[src/rtl/csr_queue_writer.sv]
// Write side of the CSR instruction queue: accepts dispatch writes, exposes the entry
// array flat, publishes a Gray write pointer and synchronizes the reader's Gray pointer.
module csr_queue_writer #(
  parameter int unsigned DEPTH       = 16,
  parameter int unsigned WIDTH       = 113,
  parameter int unsigned SYNC_STAGES = 2,
  localparam int unsigned AW         = $clog2(DEPTH),
  localparam int unsigned PW         = AW + 1
) (
  input  logic                   clk,
  input  logic                   rstn,
  input  logic                   i_Valid_1,
  output logic                   o_Ready_1,
  input  logic [WIDTH-1:0]       i_Instruction_113,
  output logic [DEPTH*WIDTH-1:0] o_InstructionToCsrIssue_1808,
  output logic [PW-1:0]          o_CsrGray_5,
  input  logic [PW-1:0]          i_CsrReadGray_5,
  output logic                   o_CsrFull_1,
  output logic [PW-1:0]          o_CsrCount_5
);

  // Handshake: a write happens on a rising clk edge where i_Valid_1 && o_Ready_1;
  // o_Ready_1 depends only on registers, never on i_Valid_1.

  logic [PW-1:0]                  wr_bin_q, wr_bin_d;
  logic [PW-1:0]                  wr_gray_q, wr_gray_d;
  logic [PW-1:0]                  pub_gray_q, pub_gray_d;
  logic [SYNC_STAGES-1:0][PW-1:0] rd_sync_q, rd_sync_d;
  logic [DEPTH-1:0][WIDTH-1:0]    mem_q, mem_d;
  logic                           rstn_q, rstn_d;

  logic [PW-1:0] rd_gray;
  logic [PW-1:0] rd_bin;
  logic          full;
  logic          wr_en;

  assign rd_gray = rd_sync_q[SYNC_STAGES-1];

  always_comb begin
    rd_bin = '0;
    for (int i = 0; i < PW; i++) begin
      rd_bin[i] = ^(rd_gray >> i);
    end
  end

  // Full when the writer is exactly one lap ahead: top two Gray bits inverted.
  assign full  = (wr_gray_q == {~rd_gray[PW-1:PW-2], rd_gray[PW-3:0]});
  assign wr_en = i_Valid_1 && !full && rstn_q;

  always_comb begin
    wr_bin_d  = wr_bin_q;
    wr_gray_d = wr_gray_q;
    mem_d     = mem_q;
    if (wr_en) begin
      mem_d[wr_bin_q[AW-1:0]] = i_Instruction_113;
      wr_bin_d                = wr_bin_q + PW'(1);
      wr_gray_d               = (wr_bin_d >> 1) ^ wr_bin_d;
    end
    // Publishing one cycle late keeps entry data stable before the reader sees it.
    pub_gray_d = wr_gray_q;
    rd_sync_d  = {rd_sync_q[SYNC_STAGES-2:0], i_CsrReadGray_5};
    rstn_d     = 1'b1;
  end

  always_ff @(posedge clk) begin
    if (!rstn) begin
      wr_bin_q   <= '0;
      wr_gray_q  <= '0;
      pub_gray_q <= '0;
      rd_sync_q  <= '0;
      mem_q      <= '0;
      rstn_q     <= 1'b0;
    end else begin
      wr_bin_q   <= wr_bin_d;
      wr_gray_q  <= wr_gray_d;
      pub_gray_q <= pub_gray_d;
      rd_sync_q  <= rd_sync_d;
      mem_q      <= mem_d;
      rstn_q     <= rstn_d;
    end
  end

  assign o_Ready_1                    = !full && rstn_q;
  assign o_CsrFull_1                  = full;
  assign o_CsrCount_5                 = wr_bin_q - rd_bin;
  assign o_CsrGray_5                  = pub_gray_q;
  assign o_InstructionToCsrIssue_1808 = mem_q;

endmodule

[config.mk]
export PLATFORM = sky130hd
export DESIGN_NAME = csr_queue_writer
export DESIGN_NICKNAME = d
export VERILOG_FILES = /design/src/rtl/csr_queue_writer.sv
export SDC_FILE = /design/constraint.sdc
export NUM_CORES = 2
export LEC_CHECK = 0
export ABC_CLOCK_PERIOD_IN_PS = 4000
export BUFFER_PORTS_ARGS = -buffer_cell sky130_fd_sc_hd__buf_2
export CAP_MARGIN = 20
export CORE_AREA = 2 2 760 762
export DETAILED_ROUTE_END_ITERATION = 10
export DIE_AREA = 0 0 762 764
export GPL_TIMING_DRIVEN = 0
export PLACE_DENSITY = 0.3
export SETUP_SLACK_MARGIN = 0.3
export SYNTH_ARGS = -nofsm -noshare
export SYNTH_HDL_FRONTEND = slang
export SYNTH_SLANG_ARGS = --single-unit
[constraint.sdc]
create_clock -name clk -period 4 [get_ports clk]
set_clock_uncertainty 0.1 [all_clocks]
set_input_delay 0.4 -clock clk [delete_from_list [all_inputs] [get_ports clk]]
set_output_delay 0.4 -clock clk [all_outputs]
set_load 0.005 [all_outputs]
==> results.yml <==
placed_design:
  dpl_cell_area_mm2: 0.0880
  port-buffer-count: 1940
  dp_hpwl_um: 403000
  place_ws_ns: -0.741
  dp_cells: 15854
  gp_congestion: 0.774
global_routing:
  antenna_found_initial: 84
  grt_overflow: 0
  grt_first_pass_wirelength_um: 625000
  first_global_vias: 55336
  grt_max_degree: 20
  grtUsageTotal_pct: 16.4
timing:
  relSlewSlack_pct: 24.3
  finalSetupViolations: 0
  timing.final.crit_period_ns: 3.56
  rsz0062_at_grt: "yes"
  worst_slew_pin_slew_ns: 1.13
  period_share_pct: 89.1
  hold_violations: 0
  worst_slack_ns: 0.436
  drv_slew: 0
  max_freq_mhz: 281
layout:
  drive_above_1_share_pct: 31.4
  final_area_mm2: 0.0969
  area_delta_synth_final_pct: 46.4
  final_cells: 16422
  fin_nets: 8730
yosys:
  synthCells: 6215
  ys.warnings.count: 0
  yosysUniqueCellTypes: 33
  synth_edf_count: 0
  synthesis.nets: 6345
  ys_ff_latch: 1833
  syn_area_mm2: 0.0662
  yosys.area.top_type: "dfxtp_1"
  synth.most_common_cell: "dfxtp_1"
  ys_async_sr_fraction_pct: 0
  synth_common_cells: "dfxtp_1, nand2_1, mux2i_1"
  synthFlopType: "dfxtp_1"
  synthTopCellsByArea: "dfxtp_1, mux2i_1, nand2_1"
  yosysTopAreaCellShare_pct: 55.4
  seq_area_frac_synth_pct: 55.4
  synth.avg_cell_area_um2: 10.7
die:
  fp.dieH_um: 764
  core_area_mm2: 0.575
  die_area_mm2: 0.582
  die_x_um: 762
  std_cell_rows: 279
  start_util_pct: 11.5
  ios: 1941
route:
  viasPerCell: 3.36
  first_pass_iters: 5
  via_count: 55136
  drc: 0
  postRouteAntennaNets: 0
  wl_per_cell_um: 30.4
  dr.first_iter.drc_count: 2662
  drt_wl_total_um: 500000
worst_setup_path:
  crit_type: "flop to output port"
  max_stage_delay_ns: 0.36
  end_kind: "output port"
  arrival_ns: 3.06
  crit_path_max_fanout: 2
  start_kind: "flop"
  path_cells: "xnor2_4 > xor2_2 > xor2_2 > xnor2_1 > ha_2 > fa_2 > inv_1 > a21o_1 > a21oi_2 > xor2_1 > buf_4"
  crit_path_frequent_cell: "xor2_2"
  cp.required_ns: 3.50
  slowest_stage: "dfxtp_4"
status:
  status: "finished, final reports clean"
clocking:
  clk_latency_ns: 0.92
  clk_path_buf_depth: 4
  clock-sinks: 1833
  htreeDepth: 4
  cts-buffers-inserted: 240
  cts_root_buf: "clkbuf_16"
  cts_tree: "done"
  clkSlewWorstSetupHoldPaths_ns: 0.06
power_and_ir_drop:
  pwr-share-comb_pct: 6.5
  ir_drop_mv: 0.359
  power_w: 0.0435
  p_int_w: 0.0318
  power_frac_seq_pct: 42.4
  p_sw_share_pct: 26.8
  p_clk_share_pct: 51.1
  p_sw_w: 0.0117
  p_leak_nw: 51.5
  pwr_density_cell_mw_per_mm2: 449
min_path:
  hold_path_class: "input pin to flop"
job:
  max-cap-violations: 0
critical path, delay by kind of cell (launching register included):
kind,cells,cell delay [ns]
flops,1,0.36
buf+inv,2,0.20
compound gates,2,0.28
fa+ha+maj,2,0.41
xor+xnor,5,0.90
path summary, 6_finish.rpt:
check,slack [ns],startpoint,cells after the start,endpoint
worst min register to register,0.33,rd_sync_d[7],1,rd_gray[2]
worst min-delay path,0.05,i_Instruction_113[13],3,o_InstructionToCsrIssue_1808[1482]
worst max-delay path,0.44,rd_gray[3],11,o_CsrCount_5[4]
worst max register to register,0.53,rd_gray[4],8,o_InstructionToCsrIssue_1808[1789]
per-layer routing:
layer  vias up  part of all wire (%)  global-route usage, %
met3       445                   7.3                   4.92
met1     27197                    39                   18.7
met4         8                   2.6                   3.75
met5         -                0.0082                      0
met2      1982                    51                   30.0
li1      25504                     -                      -
logic make-up after synthesis:
group	after synthesis	synth area share, %
AOI/OAI and AO/OA	130	1.01
xor gates and xnor gates	20	0.265
muxes	1696	25.6
adders and majority gates	9	0.181
DFF	1833	55.4
and+or+nand+nor	1973	11.8
buffers and inverters	554	5.70
power groups by stage:
stage	clock (W)	sequential, W	combinational (W)
floorplan	0	0.0188	0.000767
CTS	0.0230	0.0184	0.00303
global placement	0	0.0188	0.00266
global route	0.0236	0.0184	0.00300
finish	0.0222	0.0184	0.00283
detailed placement	0	0.0188	0.00293
sequential cells by signal, summed over array words and instances, names as in the netlist:
register	count
rstn_q	1
rd_gray	5
wr_bin_q	5
o_InstructionToCsrIssue_1808	1808
o_CsrGray_5	5
pub_gray_d	4
rd_sync_d	5
cell usage in the layout (no fill, tap or decap), drive strengths merged:
cell / Yosys / final
clkinv: 0 / 45
a211oi: 1 / 1
nor3: 2 / 2
mux2: 1 / 1
inv: 12 / 22
nand4: 5 / 5
bufinv: 0 / 10
o22ai: 1 / 1
dlygate4sd3: 0 / 85
nand2: 1812 / 1812
o211ai: 2 / 2
a21oi: 4 / 4
a31oi: 1 / 1
dfxtp: 1833 / 1833
xnor2: 11 / 11
diode: 0 / 46
or2: 1 / 1
o21ai: 117 / 117
fa: 1 / 1
clkbuf: 347 / 709
xor2: 9 / 9
nand3: 129 / 129
mux2i: 1695 / 1695
nor2: 4 / 4
buf: 195 / 2253
ha: 8 / 8
and3: 3 / 3
a21o: 3 / 3
o31ai: 1 / 1
and2: 16 / 16
nand2b: 1 / 1
clkinvlp: 0 / 4
metrics by stage:
step	TNS, ns	hold slack, ns	util [%]
2_1_floorplan	0	0.312	-
3_3_place_gp	-5273.23	0.322	14.9
3_5_place_dp	-343.65	0.323	15.3
4_1_cts	0	0.0122	16.8
5_1_grt	0	0.0234	16.8
6_report	0	0.0535	16.8
repair_timing:
action,in CTS,in global routing
buffers inserted,5,1
endpoints found under the setup margin,35,3
hold endpoints to repair,386,0
resized for setup,13,4
hold buffers,85,0
pin swaps,7,5
cell type report:
cell class,instances,area (um^2)
fillers,64802,478000
flip-flops and latches,1833,36700
multi-input cells,3828,25800
repair buffers,2143,13000
well taps,7587,9490
clock buffers,362,7030
plain buffers,542,3870
clock inverters,69,805
diodes,46,115
inverters,12,45.0
Power figures use the tool's default switching activity.
